===== src/rtl/synth_period_meter.sv =====
// -----------------------------------------------------------------------------
// synth_period_meter
//
// Measures a free-running square wave (the synth tone). The bench and debug
// logic use the results as numbers to compare against expected note
// frequencies. The tone is synchronised into clk. The meter reports, in clk
// cycles:
//   - the rising-edge-to-rising-edge distance (period)
//   - the number of high samples within that period (high_time)
// It also flags silence when no rising edge arrives for timeout_cycles.
//
// Handshake: valid is a push-only strobe with no ready. It is high for exactly
// one clk cycle whenever period/high_time/meas_count take a new measurement.
// Consumers must sample on that cycle. The outputs then hold until the next
// strobe or a timeout.
//
// Ports
//   clk         system clock; all logic on rising edge
//   reset       asynchronous, active-low; 0 clears all state
//   sig_in      tone input, asynchronous to clk
//   period      last rise-to-rise distance in clk cycles
//   high_time   high cycles within that period
//   valid       one-cycle strobe on each new measurement
//   silent      1 = no complete period since reset/timeout
//   meas_count  completed measurements, wraps 255 -> 0
//   fsm_state   debug view of the FSM: 0 = WAIT_FIRST, 1 = MEASURE
// -----------------------------------------------------------------------------
module synth_period_meter #(
  parameter int clk_freq       = 2_000_000,
  parameter int cnt_width      = 20,
  parameter int timeout_cycles = 200_000
) (
  input  logic                 clk,
  input  logic                 reset,
  input  logic                 sig_in,
  output logic [cnt_width-1:0] period,
  output logic [cnt_width-1:0] high_time,
  output logic                 valid,
  output logic                 silent,
  output logic [7:0]           meas_count,
  output logic                 fsm_state
);

  typedef enum logic [0:0] {
    WAIT_FIRST = 1'b0,
    MEASURE    = 1'b1
  } state_t;

  // clk_freq only documents the relationship between timeout_cycles and wall
  // time. A non-positive frequency, or a timeout the counter cannot reach,
  // is a broken configuration. In that case the timeout path stays disabled
  // rather than firing at an arbitrary count.
  localparam bit params_ok = (clk_freq > 0) &&
                             (longint'(timeout_cycles) < ((longint'(1) << cnt_width) - 1));

  localparam logic [cnt_width-1:0] timeout_val = cnt_width'(timeout_cycles);
  localparam logic [cnt_width-1:0] cnt_one     = cnt_width'(1);
  localparam logic [cnt_width-1:0] cnt_max     = '1;

  state_t               state;
  logic                 s1;
  logic                 s2;
  logic                 prev;
  logic [cnt_width-1:0] cnt;
  logic [cnt_width-1:0] hcnt;

  logic                 rise;
  logic                 timeout_hit;
  logic [cnt_width-1:0] cnt_inc;
  logic [cnt_width-1:0] hcnt_inc;

  // Both edges pass through the same two synchroniser stages. The latency
  // therefore cancels out of period and high_time.
  assign rise        = s2 & ~prev;
  assign timeout_hit = params_ok && (cnt == timeout_val);

  // Saturating increments: a stuck counter reads all-ones and never wraps
  // back to a small, plausible-looking value.
  assign cnt_inc  = (cnt  == cnt_max) ? cnt  : cnt  + cnt_one;
  assign hcnt_inc = (hcnt == cnt_max) ? hcnt : hcnt + cnt_one;

  assign fsm_state = (state == MEASURE);

  always_ff @(posedge clk or negedge reset) begin
    if (!reset) begin
      state      <= WAIT_FIRST;
      s1         <= 1'b0;
      s2         <= 1'b0;
      prev       <= 1'b0;
      cnt        <= '0;
      hcnt       <= '0;
      period     <= '0;
      high_time  <= '0;
      valid      <= 1'b0;
      silent     <= 1'b1;
      meas_count <= '0;
    end else begin
      s1    <= sig_in;
      s2    <= s1;
      prev  <= s2;
      valid <= 1'b0;

      case (state)
        WAIT_FIRST: begin
          // The first rise only arms the meter. No earlier edge exists to
          // measure from, so it produces no output.
          if (rise) begin
            cnt   <= cnt_one;
            hcnt  <= cnt_one;
            state <= MEASURE;
          end
        end

        MEASURE: begin
          // A rise takes priority over a coincident timeout. The period just
          // completed is still legitimate.
          if (rise) begin
            period     <= cnt;
            high_time  <= hcnt;
            valid      <= 1'b1;
            silent     <= 1'b0;
            meas_count <= meas_count + 8'd1;
            cnt        <= cnt_one;
            hcnt       <= cnt_one;
          end else if (timeout_hit) begin
            state     <= WAIT_FIRST;
            silent    <= 1'b1;
            period    <= '0;
            high_time <= '0;
          end else begin
            cnt <= cnt_inc;
            // hcnt freezes from the falling edge until the next rise. Gating
            // on s2 covers this, so no separate fall detector is needed.
            if (s2) begin
              hcnt <= hcnt_inc;
            end
          end
        end

        default: state <= WAIT_FIRST;
      endcase
    end
  end

endmodule


===== config.mk =====
export PLATFORM = sky130hd
export DESIGN_NAME = synth_period_meter
export DESIGN_NICKNAME = d
export VERILOG_FILES = /design/src/rtl/synth_period_meter.sv
export SDC_FILE = /design/constraint.sdc
export NUM_CORES = 1
export LEC_CHECK = 0
export CORE_UTILIZATION = 50
export DETAILED_ROUTE_END_ITERATION = 8
export GPL_ROUTABILITY_DRIVEN = 1
export HOLD_SLACK_MARGIN = 0.06
export PLACE_DENSITY = 0.73
export SYNTH_ARGS = -nofsm -noshare
export SYNTH_HDL_FRONTEND = slang
export SYNTH_SLANG_ARGS = --single-unit

===== constraint.sdc =====
create_clock -name clk -period 3 [get_ports clk]
set_input_delay 0.75 -clock clk [delete_from_list [all_inputs] [get_ports clk]]
set_output_delay 0.75 -clock clk [all_outputs]
set_load 0.01 [all_outputs]

==> results of run 1 <==
-- state kept, by name, summed over array words and instances, names as in the netlist --
name	flops
cnt	20
hcnt	20
high_time	20
period	20
meas_count	8
fsm_state	1
prev	1
s1	1
s2	1
silent	1
valid	1
-- synthesized netlist by cell type, types with 2 or more instances --
master and count:
a22o_1 40, a31oi_1 5, buf_2 3, nor2_1 13, nor3_1 12, clkbuf_1 18
nand2b_1 4, nand3b_1 2, buf_4 2, a21bo_2 6, or3_1 4, nor2b_1 3
a21oi_1 6, nor4_1 15, o22ai_1 2, nand4_1 14, a221o_1 2, buf_6 2
nor4b_1 5, and2_1 2, o21ai_0 17, o22a_1 14, or4_4 2, o31ai_1 5
xnor2_1 7, inv_1 15, a211o_1 6, nand3_1 26, or4_1 3, buf_1 2
a211oi_1 5, and3_1 9, ha_1 4, dfrtp_1 93, nand2_1 19
-- power groups by stage --
stage	Sequential [mW]	Clock (mW)	Combinational [mW]
after detailed placement	1.62	0	0.567
after global routing	1.62	0.914	0.627
final	1.60	0.844	0.569
after CTS	1.59	0.862	0.573
after floorplan	1.61	0	0.272
after global placement	1.61	0	0.548
-- metrics by stage --
| step | instance area (um2) | power (mW) | hold slack [ns] | worst slack [ns] |
|---|---|---|---|---|
| 3_3_place_gp | 5066 | 2.158 | 0.3387 | 0.5095 |
| 6_report | 5264 | 3.007 | 0.3551 | 0.3940 |
| 4_1_cts | 5264 | 3.024 | 0.3567 | 0.4079 |
| 5_1_grt | 5264 | 3.165 | 0.3632 | 0.2733 |
| 2_1_floorplan | 4437 | 1.878 | 0.3312 | 0.8317 |
| 3_5_place_dp | 5066 | 2.183 | 0.3393 | 0.4336 |
-- final timing paths --
| path | endpoint | from | depth (start not counted) | slack [ns] |
|---|---|---|---|---|
| max in group asynchronous | silent$_DFFE_PN1P_ | reset | 2 | 1.93 |
| max reg2reg | hcnt[17]$_DFFE_PN0P_ | hcnt[0]$_DFFE_PN0P_ | 7 | 0.39 |
| max | hcnt[17]$_DFFE_PN0P_ | hcnt[0]$_DFFE_PN0P_ | 7 | 0.39 |
| min reg2reg | s2$_DFF_PN0_ | s1$_DFF_PN0_ | 0 | 0.36 |
| min | period[8]$_DFFE_PN0P_ | reset | 1 | 0.36 |
| min in group clk | s2$_DFF_PN0_ | s1$_DFF_PN0_ | 0 | 0.36 |
-- kinds of logic (layout without fill, tap and decap cells) --
| kind of cell | Yosys count | count (layout) |
|---|---|---|
| buf+inv | 43 | 93 |
| fa+ha+maj | 4 | 4 |
| flops | 94 | 94 |
| simple gates | 140 | 140 |
| compound gates | 120 | 120 |
| mux | 2 | 2 |
| xor+xnor | 8 | 8 |
-- per-layer routing --
layer | routed length [um] | up-vias | global-route usage
met3 | 533 | 14 | 0.03318
li1 | - | 1664 | -
met4 | 165 | 0 | 0.09577
met5 | 0 | - | 0
met2 | 4703 | 126 | 0.3576
met1 | 4832 | 1777 | 0.3594
-- layout make-up --
type | instances | area (um2)
fillers | 693 | 3372
flip-flops and latches | 94 | 2354
multi-input cells | 274 | 1913
repair buffers | 62 | 608.1
well taps | 108 | 135.1
clock buffers | 9 | 123.9
clock inverters | 7 | 73.82
inverters | 15 | 56.30
-- worst max-delay path: cells and delay by family, from the launching register on --
| family | cells | cell delay, ns |
|---|---|---|
| compound gates | 3 | 0.82 |
| simple gates | 2 | 0.76 |
| flops | 1 | 0.44 |
| fa+ha+maj | 1 | 0.26 |
| buf+inv | 1 | 0.25 |
==> impl_metrics.ini, run 1 <==
[status]
outcome = complete, no violations

[floorplanning]
die_area_mm2 = 0.009254
starting_utilization_of_the_core_area = 0.5138
floorplan.io_pins = 54
floorplan.core_area_mm2 = 0.008636
num_rows = 34
die_height_um = 96.20
die_x_um = 96.20

[power]
p_clk_frac = 0.281
static-leakage-power_nw = 2.251
power_frac_seq = 0.530
p_int_mw = 2.105
switching_share = 0.3000
netsw_mw = 0.9023
share_comb_of_total_power = 0.189
power.density_mw_per_mm2 = 571.3
vdd_drop_max_uv = 336.1

[worst_setup_path]
cpMaxStageDelayCell = or4_4
timing.critical_path.fanout_max = 11
worst-setup-path-type = reg2reg
required_time_reported_for_the_critical_path_endpoint_ns = 3.30
crit_start_category = register
end_kind = register
critical_path_arrival_ns = 2.91
path_cells = ha_1, nand3_2, or4_4, o31ai_4, a21o_1, buf_4, o31a_1
highest_cell_delay_on_the_worst_timing_path_ns = 0.64

[logic_synthesis]
synth-compound-area-share = 0.2146
synthCells = 411
synth_top_area_cell = dfrtp_1
synth_xor_area_frac = 0.01579
ys_seq_area_frac = 0.5305
adder_and_majority_gate_portion_of_the_synthesized_area = 0.01128
synth.mux.area_fraction = 0.004794
synth.avg_cell_area_um2 = 10.80
synth-async-reset-ratio = 1.000
synth_area_leaders = dfrtp_1 52%, a22o_1 7.9%, nand3_1 2.9%
synth-seq-cells = 94
yosysWarningCount = 0
commonest_register_cell_after_synthesis = dfrtp_1
largest_family_of_logic_cells_by_synthesized_area = compound AO/OA/AOI/OAI gates
synth_simple_gate_area_frac = 0.1805
count_of_flip_flops_with_a_built_in_enable_after_synthesis = 0
netlist.area_leader.share = 0.5245
synth_area_mm2 = 0.004437
synth_nets = 418
synth.lib_cells_used.distinct = 59

[placement]
io_buffers = 53
post-place-cells = 553
globalplace.congestion = 0.8658
hpwlAfterDp_um = 6838

[sta]
worst_slew_margin_rel = 0.3689
final-max-slew-violation-count = 0
tns_ns = 0
post_route_fraction_of_the_period_consumed_by_the_critical_path = 0.8687
max_freq_ghz = 0.3837
final.setup_skew_ns = 0.01364
slew_at_the_pin_with_the_worst_max_slew_slack_ns = 0.9380
rsz0062_at_grt = false
finalSetupViolations = 0
hold_viol_final = 0
min_period_ns = 2.606

[global_route]
grt_max_degree = 52
grt_first_pass_wirelength_um = 16990
grt_usage = 0.2422
remaining_global_route_overflow = 0
grt_pass1_vias = 3350
grt_antenna_before_repair = 0

[min_path]
min-delay-path-class = in2async

[cts]
tritoncts_clock_tree = built
cts-buffers-inserted = 9
cts_hold_buffers = 0
worstSkewPairLatency_ns = 0.37
cts.clk_slew.worst_paths_ns = 0.10
post_cts_buffers = 0
cts_sinks = 94
cts_max_path_buffers = 2
cts_h_tree_depth = 3
root_buffer = clkbuf_8
cts_resized = 0

[routing]
post_drt_via_cell_ratio = 6.293
totalWireLength_um = 10240
drt_pass1_iterations = 5
drt-wirelength-per-cell_um = 17.99
residual_drc_count = 0
drt-initial-drc-count = 367
vias = 3581
antenna_violating_nets_post_route = 0

[cells_and_area]
area_growth_syn_to_layout_pct = 18.64
layout.cells.most_common = dfrtp_1
post_layout_nets = 463
ratio_of_cells_with_drive_above_1_in_the_final_layout = 0.09544
layout.core_utilization = 0.6095
diodes = 0
final_cell_count_no_fill = 569
commonest_cells_after_routing_fill_and_taps_aside = 93 x dfrtp_1, 52 x clkdlybuf4s50_1, 40 x a22o_1

[run]
max_cap_violations = 0
No activity file was read; power rests on OpenSTA's default activity.
==> inputs of run 2 (changes only) <==
- ABC_AREA: default -> 1
- PLACE_DENSITY: 0.73 -> 0.72
==> run 2 against run 1 <==
Sequential power decreased by 6%. Worst setup slack gained 0.24 ns. Critical path depth is 6 lower. Clock power decreased by 4.0%. Fmax is 10% higher. Design area is 8.0% higher. Via count up 16%. Register-to-register slack better by 0.46 ns. Total power down 6.0%. Worst hold slack better by 0.0012 ns. Sequential cell count unchanged. Combinational power down 9.3%. Largest power group unchanged.
==> impl_metrics.ini, run 2 <==
[logic_synthesis]
commonest_register_cell_after_synthesis = dfrtp_1
synth-seq-cells = 94
synth_area_mm2 = 0.004907
synth_area_leaders = dfrtp_1 47%, nand2_1 16%, nand3_1 6.4%
yosys.cell_count.top_type = nand2_1
synth_commonest_cells = 208 x nand2_1, 93 x dfrtp_1, 73 x nor2_1, 63 x nand3_1, 39 x inv_1
synth_nets = 634
count_of_flip_flops_with_a_built_in_enable_after_synthesis = 0
synth_top_area_cell = dfrtp_1
netlist.area_leader.share = 0.4742
yosysWarningCount = 0
synthCells = 627
ys_seq_area_frac = 0.4796
synth.avg_cell_area_um2 = 7.826
synth.lib_cells_used.distinct = 32
synth-async-reset-ratio = 1.000

[cells_and_area]
layout.cells.most_common = nand2_1
area_growth_syn_to_layout_pct = 15.83
post_layout_nets = 680
final.fill_count = 878
final_cell_count_no_fill = 807
ratio_of_cells_with_drive_above_1_in_the_final_layout = 0.08850
diodes = 0
postLayoutCellArea_mm2 = 0.005684
commonest_cells_after_routing_fill_and_taps_aside = 207 x nand2_1, 93 x dfrtp_1, 73 x nor2_1

[global_route]
remaining_global_route_overflow = 0
grt_usage = 0.2342
grt_antenna_before_repair = 0
grt_first_pass_wirelength_um = 18770
grt_pass1_vias = 3941
grt_max_degree = 54

[floorplanning]
floorplan.core_area_mm2 = 0.009371
die_height_um = 101.1
starting_utilization_of_the_core_area = 0.5236
die_area_mm2 = 0.01021
die_x_um = 101.1
floorplan.io_pins = 54
num_rows = 35

[routing]
vias = 4163
antenna_violating_nets_post_route = 0
post_drt_via_cell_ratio = 5.159
residual_drc_count = 0
drt_pass1_iterations = 5
drt-initial-drc-count = 258
drt-wirelength-per-cell_um = 13.57
totalWireLength_um = 10950

[power]
p_int_mw = 1.940
share_comb_of_total_power = 0.183
power_frac_seq = 0.531
netsw_mw = 0.8868
power.total_mw = 2.827
power.density_mw_per_mm2 = 497.4
switching_share = 0.3137
p_clk_frac = 0.286
static-leakage-power_nw = 2.561
vdd_drop_max_uv = 377.0

[worst_setup_path]
cp_top_family = buffers and inverters
rrSetupSlack_ns = 0.85
timing.critical_path.fanout_max = 13
critical_path.reg2reg.startpoint = cnt[0]$_DFFE_PN0P_
highest_cell_delay_on_the_worst_timing_path_ns = 0.64
path_cells = clkdlybuf4s50_1
critical_path_arrival_ns = 1.62
worst-setup-path-type = reg2out
worst-r2r-cell-count = 9
required_time_reported_for_the_critical_path_endpoint_ns = 2.25
crit_start_category = register
capture_point_of_the_worst_reg_to_reg_path = hcnt[19]$_DFFE_PN0P_
critPathBufInv = 1
end_kind = primary output
cpMaxStageDelayCell = clkdlybuf4s50_1

[placement]
globalplace.congestion = 0.8911
post-place-cells = 791
placed_area_mm2 = 0.005495
hpwlAfterDp_um = 7791
io_buffers = 53

[min_path]
min-delay-path-class = in2async

[sta]
final.setup_skew_ns = 0.006712
max_freq_ghz = 0.4220
hold_viol_final = 0
final-max-slew-violation-count = 0
min_period_ns = 2.370
slew_at_the_pin_with_the_worst_max_slew_slack_ns = 0.8339
post_route_fraction_of_the_period_consumed_by_the_critical_path = 0.7899
tns_ns = 0
worst_slew_margin_rel = 0.4435
rsz0062_at_grt = false
finalSetupViolations = 0

[cts]
worstSkewPairLatency_ns = 0.36
cts-buffers-inserted = 9
cts_max_path_buffers = 2
cts_h_tree_depth = 3
root_buffer = clkbuf_8
post_cts_buffers = 0
cts_resized = 0
cts_sinks = 94
tritoncts_clock_tree = built
cts_hold_buffers = 0
cts.clk_slew.worst_paths_ns = 0.10

[run]
max_cap_violations = 0

[status]
outcome = complete, no violations
## run 2: routing by layer
layer  track usage  part of all wire  vias to the layer above
met4       0.06466            0.0061                        0
met3       0.03467             0.046                        7
met2        0.3637              0.45                      107
li1              -                 -                     2084
met5             0                 0                        -
met1        0.3416              0.50                     1965
## run 2: area by class of cell
type / instances / area [um2] / share of cell area
clock buffers: 9 / 123.9 / 0.02179
clock inverters: 7 / 65.06 / 0.01145
inverters: 42 / 157.7 / 0.02773
multi-input cells: 467 / 2237 / 0.3936
flip-flops and latches: 94 / 2354 / 0.4140
well taps: 129 / 161.4 / 0.02840
repair buffers: 59 / 585.6 / 0.1030
## run 2: worst max-delay path by stage
stage | end | startpoint | cells past startpoint
6_report | fsm_state | fsm_state$_DFF_PN0_ | 1
5_1_grt | fsm_state | fsm_state$_DFF_PN0_ | 1
3_3_place_gp | hcnt[19]$_DFFE_PN0P_ | hcnt[0]$_DFFE_PN0P_ | 10
3_5_place_dp | hcnt[5]$_DFFE_PN0P_ | cnt[0]$_DFFE_PN0P_ | 9
4_1_cts | fsm_state | fsm_state$_DFF_PN0_ | 1
2_1_floorplan | cnt[16]$_DFFE_PN0P_ | cnt[0]$_DFFE_PN0P_ | 9
## run 2: stage by stage
stage | hold WS (ns) | setup slack, ns | utilization
6_report | 0.3562 | 0.6304 | 0.6065
5_1_grt | 0.3582 | 0.5563 | 0.6065
4_1_cts | 0.3564 | 0.6179 | 0.6065
3_5_place_dp | 0.3347 | 0.9431 | 0.5864
3_3_place_gp | 0.3347 | 1.031 | 0.5864
2_1_floorplan | 0.3312 | 1.457 | -
## run 2: power by group through the flow
| stage | registers (mW) | logic, mW | clock network [mW] |
|---|---|---|---|
| finish | 1.50 | 0.516 | 0.810 |
| global placement | 1.52 | 0.507 | 0 |
| floorplan | 1.53 | 0.258 | 0 |
| detailed placement | 1.53 | 0.517 | 0 |
| global route | 1.52 | 0.585 | 0.868 |
| CTS | 1.50 | 0.522 | 0.829 |
## run 2: kinds of logic after synthesis
family,share of synthesized area
AO/OA/AOI/OAI,0.06017
XOR/XNOR,0.04284
adder cells (fa/ha/maj),0.01020
buffers and inverters,0.06502
flip-flops,0.4796
AND/OR/NAND/NOR,0.3422
